<file path="src/rtl/pmem_arbiter.sv">
// Two-way arbiter sharing one physical-memory port between the I-cache and the D-cache.
// Define ARB_ROUND_ROBIN_EN for round-robin on contention; default build gives the D-cache fixed priority.
module pmem_arbiter #(
    parameter int ADDR_W = 32,
    parameter int LINE_W = 256
) (
    input  logic              clk,
    input  logic              rst,
    input  logic              i_pmem_read,
    input  logic [ADDR_W-1:0] i_pmem_address,
    output logic [LINE_W-1:0] i_pmem_rdata,
    output logic              i_pmem_resp,
    input  logic              d_pmem_read,
    input  logic              d_pmem_write,
    input  logic [ADDR_W-1:0] d_pmem_address,
    input  logic [LINE_W-1:0] d_pmem_wdata,
    output logic [LINE_W-1:0] d_pmem_rdata,
    output logic              d_pmem_resp,
    output logic              pmem_read,
    output logic              pmem_write,
    output logic [ADDR_W-1:0] pmem_address,
    output logic [LINE_W-1:0] pmem_wdata,
    input  logic [LINE_W-1:0] pmem_rdata,
    input  logic              pmem_resp
);

    typedef enum logic [1:0] {
        IDLE    = 2'd0,
        SERVE_I = 2'd1,
        SERVE_D = 2'd2
    } state_t;

    state_t state;
    logic   last_grant_d;
    logic   d_req;
    logic   pick_d;
    logic   done;

    assign d_req = d_pmem_read | d_pmem_write;
    assign done  = (state != IDLE) && pmem_resp;

`ifdef ARB_ROUND_ROBIN_EN
    // On contention the side that did not win last time goes next.
    assign pick_d = d_req & (~i_pmem_read | ~last_grant_d);
`else
    assign pick_d = d_req;
`endif

    always_ff @(posedge clk) begin
        if (rst) begin
            state        <= IDLE;
            last_grant_d <= 1'b0;
        end else begin
            last_grant_d <= done ? (state == SERVE_D) : last_grant_d;
            case (state)
                IDLE: begin
                    if (pick_d)
                        state <= SERVE_D;
                    else if (i_pmem_read)
                        state <= SERVE_I;
                end
                SERVE_I: if (pmem_resp) state <= IDLE;
                SERVE_D: if (pmem_resp) state <= IDLE;
                default: state <= IDLE;
            endcase
        end
    end

    assign i_pmem_rdata = pmem_rdata;
    assign d_pmem_rdata = pmem_rdata;

    // Everything is forced quiet while rst is high, so a resp arriving during reset is dropped.
    always_comb begin
        pmem_read    = 1'b0;
        pmem_write   = 1'b0;
        pmem_address = '0;
        pmem_wdata   = '0;
        i_pmem_resp  = 1'b0;
        d_pmem_resp  = 1'b0;
        if (!rst) begin
            case (state)
                SERVE_I: begin
                    pmem_read    = i_pmem_read;
                    pmem_address = i_pmem_address;
                    i_pmem_resp  = pmem_resp;
                end
                SERVE_D: begin
                    pmem_read    = d_pmem_read & ~d_pmem_write;
                    pmem_write   = d_pmem_write;
                    pmem_address = d_pmem_address;
                    pmem_wdata   = d_pmem_wdata;
                    d_pmem_resp  = pmem_resp;
                end
                default: ;
            endcase
        end
    end

endmodule
</file>
<file path="config.mk">
export PLATFORM = sky130hd
export DESIGN_NAME = pmem_arbiter
export DESIGN_NICKNAME = d
export VERILOG_FILES = /design/src/rtl/pmem_arbiter.sv
export SDC_FILE = /design/constraint.sdc
export NUM_CORES = 1
export LEC_CHECK = 0
export CORE_AREA = 2 2 533 535
export CTS_BUF_LIST = sky130_fd_sc_hd__clkbuf_16
export CTS_CLUSTER_DIAMETER = 80
export CTS_CLUSTER_SIZE = 40
export DETAILED_ROUTE_END_ITERATION = 8
export DIE_AREA = 0 0 535 537
export HOLD_SLACK_MARGIN = 0.05
export PLACE_DENSITY_LB_ADDON = 0.2
export SLEW_MARGIN = 5
export SYNTH_ARGS = -nofsm -noshare
export SYNTH_HDL_FRONTEND = slang
export SYNTH_SLANG_ARGS = --single-unit
</file>
<file path="constraint.sdc">
create_clock -name clk -period 2.45 [get_ports clk]
set_input_delay 0.735 -clock clk [delete_from_list [all_inputs] [get_ports clk]]
set_output_delay 0.735 -clock clk [all_outputs]
set_load 0.02 [all_outputs]
</file>
Word level (Yosys, flattened, before mapping)
Index checks and enable logic that the tools add are counted.
{"block": "classes", "n_reduce_logical": 3, "eq_ne": 4, "mux": 16, "bitwise": 3}
{"cell": "two-way mux 256 bit", "n": 2}
{"cell": "one-hot mux 32 bit (2 select lines)", "n": 1}
{"cell": "two-way mux 32 bit", "n": 1}
{"cell": "two-way mux 1 bit", "n": 7}
{"cell": "two-way mux 2 bit", "n": 3}
{"cell": "one-hot mux 2 bit (2 select lines)", "n": 1}
{"cell": "inequality test 3 bit (second input constant)", "n": 1}
{"cell": "== test 2 x 1 -> 1 bit (second input constant)", "n": 1}
{"cell": "== test 2 bit (second input constant)", "n": 1}
{"cell": "logical NOT 2 bit", "n": 1}
{"cell": "inequality test 2 x 1 -> 1 bit (second input constant)", "n": 1}
{"cell": "one-hot mux 1 bit (2 select lines)", "n": 1}
{"cell": "AND reduction 2 bit", "n": 1}
{"cell": "OR reduction 2 bit", "n": 1}
{"cell": "bitwise AND 1 bit", "n": 1}
{"cell": "NOT 1 bit", "n": 1}
{"cell": "bitwise OR 1 bit", "n": 1}
{"block": "word_totals", "inputBits": 582, "ff_bits": 2, "wordCells": 27}

Logic depth before layout (Yosys ltp)
Gate-level depths: netlist (run 1).
{"block": "depth", "ltp_word": 4, "mapped_depth": 7}

Worst setup path after synthesis (run 1)
No wires, ideal clock.
{"block": "synth_timing", "kind": "input-to-output", "from": "in rst", "to": "out pmem_wdata[100]", "t_arrival_ns": 1.499, "setup_slack_ns": 0.216, "path_stages": 4, "path_cell_list": "and2b_4 -> buf_6 -> buf_6 -> and2_1"}
{"block": "synth_via", "elab_chain_len": 1}
{"element": "start, declared", "line_no": "8", "rtl": "input logic rst,"}
{"element": "two-way mux 256 bit", "line_no": "80", "rtl": "if (!rst) begin"}
{"element": "end, declared", "line_no": "22", "rtl": "output logic [LINE_W-1:0] pmem_wdata,"}
Every way passes these cells.

Worst setup path in the final report (run 1)
{"block": "layout_timing", "from": "in rst", "to": "out pmem_wdata[47]"}
The elaborated chain is that of the path after synthesis.

==> flow_summary.json, run 1 <==
{
  "grt_max_degree": 30,
  "ys_ff_latch": 2,
  "synthFlopType": "dfxtp_1",
  "timing.rr.start": "state[1]",
  "placementRows": 195,
  "synth_area_per_cell_um2": 7.07,
  "period_needed_ns": 2.82,
  "cts-root-buf": "clkbuf_16",
  "hpwl_um": 180000,
  "crit_path_end_kind": "output port",
  "cp.arrival_ns": 2.09,
  "overflow": 0,
  "drive_above_1_share_pct": 67.6,
  "synth_xor_area_share_pct": 0,
  "clk_latency_ns": 0.22,
  "final_max_slew_viol_count": 0,
  "fmax_mhz": 354,
  "fin_area_um2": 18500,
  "antenna_found_initial": 176,
  "drt_wl_total_um": 193000,
  "cts_tree": "yes",
  "yosys-top-cells-area": "buf_4 (61%), and2_1 (25%), buf_6 (4.3%)",
  "cp-endpoint": "pmem_wdata[47]",
  "dpl_cell_area_um2": 15600,
  "hold_class": "register to register",
  "hold_viol": 0,
  "largest_reg_flops": 2,
  "cts_num_sinks": 2,
  "die_w_um": 535,
  "setup_viol": 289,
  "synth-compound-area-share_pct": 4.18,
  "skew_ns": 0.0000283,
  "total_power_uw": 4330,
  "post-synth-top-area-cell": "buf_4",
  "rsz0062_at_grt": "yes",
  "reg_top3": "state x2",
  "max_cap_violations": 0,
  "core_um2": 281000,
  "wl_per_cell_um": 39.9,
  "cts_max_path_buffers": 2,
  "slew_headroom_pct": 66.6,
  "status": "finished with violations",
  "die_h_um": 537,
  "synth_top_family_by_area": "buffers and inverters",
  "synth_top_cell_area_share_pct": 60.7,
  "drt_iter0_markers": 213,
  "synth_fa_ha_area_share_pct": 0.592,
  "crit_type": "input port to output port",
  "clk_pin_slew_ns": 0.03,
  "yosys.area_share.simple_pct": 28.5,
  "yosys.cell_count.top_type": "buf_4",
  "rr_worst_depth": 9,
  "synthMuxAreaShare_pct": 0,
  "yosys_warnings": 0,
  "grt_pass1_wl_um": 210000,
  "syn_nets": 1482,
  "multiInputGateArea_um2": 3160,
  "grt_pass1_vias": 7346,
  "rr_endpoint": "state[1]",
  "final-seq-area_um2": 41.3,
  "pwr_density_cell_nw_per_um2": 234,
  "violations": "negative setup slack",
  "start_util_pct": 2.25,
  "viasPerCell": 1.54,
  "num_vias": 7439,
  "synth_edf_count": 0,
  "worstMarginPinSlew_ns": 0.499,
  "fin_ws_ns": -0.373,
  "netlist_area_um2": 6340,
  "cts_buffers": 3,
  "nets": 1658,
  "ant_nets": 0,
  "gp_congestion": 0.750,
  "drc_errors": 0,
  "fin_crit_sh_pct": 115,
  "track_usage_pct": 12.8,
  "p_leak_uw": 0.00580,
  "grt_util_met1_pct": 10.9,
  "portBuffers": 617,
  "r2r_slack_ns": 0.94,
  "use_met2_pct": 18.1,
  "htree_levels": 1,
  "dr.pass1.iters": 4,
  "cp_max_fo": 5,
  "synthCells": 897,
  "start_kind": "input port",
  "vdd_drop_max_uv": 98.1,
  "top_register": "state",
  "ys_seq_area_share_pct": 0.631,
  "fillers": 32800,
  "cts_hold_buf": 0,
  "ys_async_sr_fraction_pct": 0,
  "crit_start": "rst",
  "critPathRequiredTime_ns": 1.71,
  "grt_busiest_layer": "met2",
  "ys_top_cells_by_count": "buf_4 (513), and2_1 (258), nor2_1 (33)",
  "synth_cell_types": 19,
  "globalRouteMet3Util_pct": 16.6,
  "syn2layout_area_growth_pct": 192,
  "num_io_pins": 1386,
  "die_area_um2": 287000
}
layout by cell type (no fill, tap or decap), drive strengths merged:
cell and n:
nand3b 2, buf 395, dlygate4sd2 5, and3b 1, clkdlybuf4s50 319, inv 2
nor2b 2, a21oi 4, and2 258, nand2b 2, clkbuf 7, and2b 1
o21ai 1, nand2 1, diode 19, ha 3, nor3 1, a22oi 32
dfxtp 2, nor2 33
how the worst min path moves through the flow:
stage	from	to	cells past startpoint
floorplan	state[1]	state[1]	2
global placement	state[1]	state[1]	3
detailed placement	state[1]	state[1]	3
CTS	state[0]	state[0]	3
global route	state[1]	state[1]	4
finish	state[0]	state[0]	3
through the flow:
stage	util, %	setup slack (ns)	cells	hold slack, ns	TNS [ns]
after detailed placement	5.54	-1.07	4737	0.599	-236.22
after global routing	6.57	-0.429	4814	0.730	-78.83
final	6.58	-0.373	4833	0.662	-63.13
after CTS	6.48	-0.411	4820	0.652	-79.10
after global placement	5.54	-1.04	4737	0.603	-230.32
after floorplan	-	0.216	897	0.460	0
critical path, stage by stage:
cell       delay (ns)
buf_8            0.10
and2b_4          0.24
buf_12           0.14
buf_16           0.15
buf_8            0.11
buf_12           0.14
clkbuf_16        0.18
and2_4           0.16
buf_12           0.10
repair_timing:
item,in CTS,in global routing
hold endpoints to repair,0,0
pin swaps,128,86
gates cloned,36,4
gates resized for setup,569,167
buffers inserted,46,16
setup endpoints to repair,292,292
area by class of cell:
cell class / instances / area share, %
Sequential cell: 2 / 0.223
Antenna cell: 19 / 0.257
Inverter: 2 / 0.0541
Tap cell: 3743 / 25.3
Multi-Input combinational cell: 341 / 17.1
Clock buffer: 3 / 0.405
Timing Repair Buffer: 723 / 56.7
power breakdown:
| part | internal [uW] | total [uW] | switching [uW] |
|---|---|---|---|
| combinational | 2240 | 4040 | 1810 |
| sequential | 37.4 | 41.2 | 3.72 |
| clock | 208 | 249 | 40.8 |
logic make-up after synthesis:
kind of cell	count (synthesis)
compound gates	37
simple gates	301
buf+inv	554
flops	2
fa+ha+maj	3
routing by layer:
metal	part of all wire, %	vias to the layer above
met2	39	1369
li1	-	2602
met1	29	2930
met3	29	512
met5	0.14	-
met4	3.8	26
Note: power is estimated with default switching activity, not from simulation.
==> run 2, diff against run 1 <==
--- a/config.mk
+++ b/config.mk
@@ -13,7 +13,7 @@
 export DIE_AREA = 0 0 535 537
 export HOLD_SLACK_MARGIN = 0.05
 export PLACE_DENSITY_LB_ADDON = 0.2
-export SLEW_MARGIN = 5
+export SLEW_MARGIN = 20
 export SYNTH_ARGS = -nofsm -noshare
 export SYNTH_HDL_FRONTEND = slang
 export SYNTH_SLANG_ARGS = --single-unit
==> results of run 2 <==
Same layout as run 1: the final DEF is identical, and so are final timing and power.
==> run 3, diff against run 2 <==
==> constraint.sdc (replaced) <==
create_clock -name clk -period 2.62 [get_ports clk]
set_input_delay 0.786 -clock clk [delete_from_list [all_inputs] [get_ports clk]]
set_output_delay 0.786 -clock clk [all_outputs]
set_load 0.02 [all_outputs]
==> flow_summary.json, run 3 (synthesis results as in run 1) <==
{
  "fmax_mhz": 342,
  "ant_nets": 0,
  "top_register": "state",
  "min_to": "state[1]",
  "cts_num_sinks": 2,
  "violations": "negative setup slack",
  "start_util_pct": 2.25,
  "syn2layout_area_growth_pct": 182,
  "htree_levels": 1,
  "track_usage_pct": 12.6,
  "reg_top3": "state x2",
  "num_io_pins": 1386,
  "nets": 1640,
  "worstMarginPinSlew_ns": 0.489,
  "crit_type": "input port to output port",
  "wl_per_cell_um": 39.7,
  "viasPerCell": 1.52,
  "vdd_drop_max_uv": 145,
  "clk_pin_slew_ns": 0.03,
  "fin_area_um2": 17900,
  "portBuffers": 617,
  "rr_endpoint": "state[1]",
  "gp_congestion": 0.750,
  "largest_reg_flops": 2,
  "period_needed_ns": 2.93,
  "grt_pass1_wl_um": 206000,
  "grt_max_degree": 38,
  "core_um2": 281000,
  "fin_ws_ns": -0.306,
  "drt_iter0_markers": 263,
  "drt_wl_total_um": 191000,
  "max_cap_violations": 0,
  "num_vias": 7304,
  "grt_pass1_vias": 7092,
  "pwr_density_cell_nw_per_um2": 214,
  "skew_ns": 0.00112,
  "clk_latency_ns": 0.22,
  "die_w_um": 535,
  "timing.rr.start": "state[1]",
  "dr.pass1.iters": 4,
  "slew_headroom_pct": 67.3,
  "dpl_cell_area_um2": 15600,
  "setup_viol": 258,
  "final_util_pct": 6.36,
  "final_max_slew_viol_count": 0,
  "die_area_um2": 287000,
  "cp.arrival_ns": 2.14,
  "placementRows": 195,
  "rr_worst_depth": 6,
  "final_common_cell": "clkdlybuf4s50_1",
  "status": "finished with violations",
  "antenna_found_initial": 171,
  "cts_max_path_buffers": 2,
  "rsz0062_at_grt": "yes",
  "start_kind": "input port",
  "r2r_slack_ns": 1.34,
  "crit_path_end_kind": "output port",
  "fin_crit_sh_pct": 112,
  "cts-root-buf": "clkbuf_16",
  "min_path_cells": 3,
  "overflow": 0,
  "die_h_um": 537,
  "critPathRequiredTime_ns": 1.83,
  "hp-start": "state[1]",
  "cp_max_fo": 5,
  "cts_tree": "yes",
  "drive_above_1_share_pct": 62.5,
  "hpwl_um": 180000,
  "drc_errors": 0,
  "final_cell_mix": "clkdlybuf4s50_1 (321), buf_12 (262), and2_4 (246)",
  "hold_viol": 0,
  "p_leak_uw": 0.00561,
  "cts_buffers": 3,
  "preCtsSetupSlack_ns": -1.00,
  "hold_class": "register to register"
}
==> run 3: cell count changes in the layout (fill, tap and decap cells not counted), moves of 3 or more <==
cell and change:
a22oi_1 +25, a22oi_2 -25, and2_1 +7, and2_4 -7, buf_12 -4, buf_16 -3
buf_4 +9, buf_6 -29, buf_8 -7, clkbuf_16 +4, clkbuf_2 +10, nor2_1 +11
nor2_4 -11
==> run 3: how the worst max path moves through the flow <==
stage          start              end  slack (ns)  cells after the start
6_report         rst  pmem_wdata[255]       -0.31                      8
5_1_grt          rst  pmem_wdata[255]       -0.38                      8
3_5_place_dp     rst  pmem_wdata[255]       -1.00                      6
3_3_place_gp     rst  pmem_wdata[255]       -0.97                      6
2_1_floorplan    rst  pmem_wdata[100]        0.28                      4
4_1_cts          rst  pmem_wdata[255]       -0.37                      8
==> run 3: metrics by stage <==
step                      power [uW]  instances  setup TNS [ns]  hold slack (ns)
after global placement          2810       4733         -209.26            0.604
final                           3830       4815          -52.31            0.615
after detailed placement        2810       4733         -212.85            0.624
after global routing            4030       4796          -70.91            0.640
after floorplan                 1900        897               0            0.460
after CTS                       3730       4783          -66.51            0.619
==> run 3: repair_timing <==
item	CTS	global route
pin swaps	79	37
gates cloned	22	12
hold buffers	0	0
gates resized for setup	435	139
setup buffers	27	11
endpoints found under the setup margin	291	287
==> run 3: power breakdown <==
part           total, uW  switching [uW]  internal (uW)  leakage, uW
Sequential          36.4            1.95           34.4    0.0000165
Combinational       3570            1590           1980      0.00556
Clock                229            34.9            194    0.0000371
==> run 3: cell type report <==
type	count	area (um2)
Inverter	2	7.51
Multi-Input combinational cell	341	2910
Fill cell	32900	263000
Tap cell	3743	4680
Antenna cell	19	47.5
Sequential cell	2	40.0
Clock buffer	3	75.1
Timing Repair Buffer	705	10100
==> run 3: per-layer routing <==
metal	vias to the layer above	share of wire (%)	track usage (%)
li1	2572	-	-
met1	2842	28	10.6
met2	1356	39	17.7
met3	506	29	16.5
met4	28	3.6	2.98
met5	-	0.26	0.987
==> run 3: worst max-delay path, cell delays in order <==
cell and delay [ns]:
buf_8 0.10, and2b_4 0.33, buf_12 0.15, buf_12 0.13, buf_12 0.13, buf_16 0.13
and2_4 0.18, buf_12 0.14
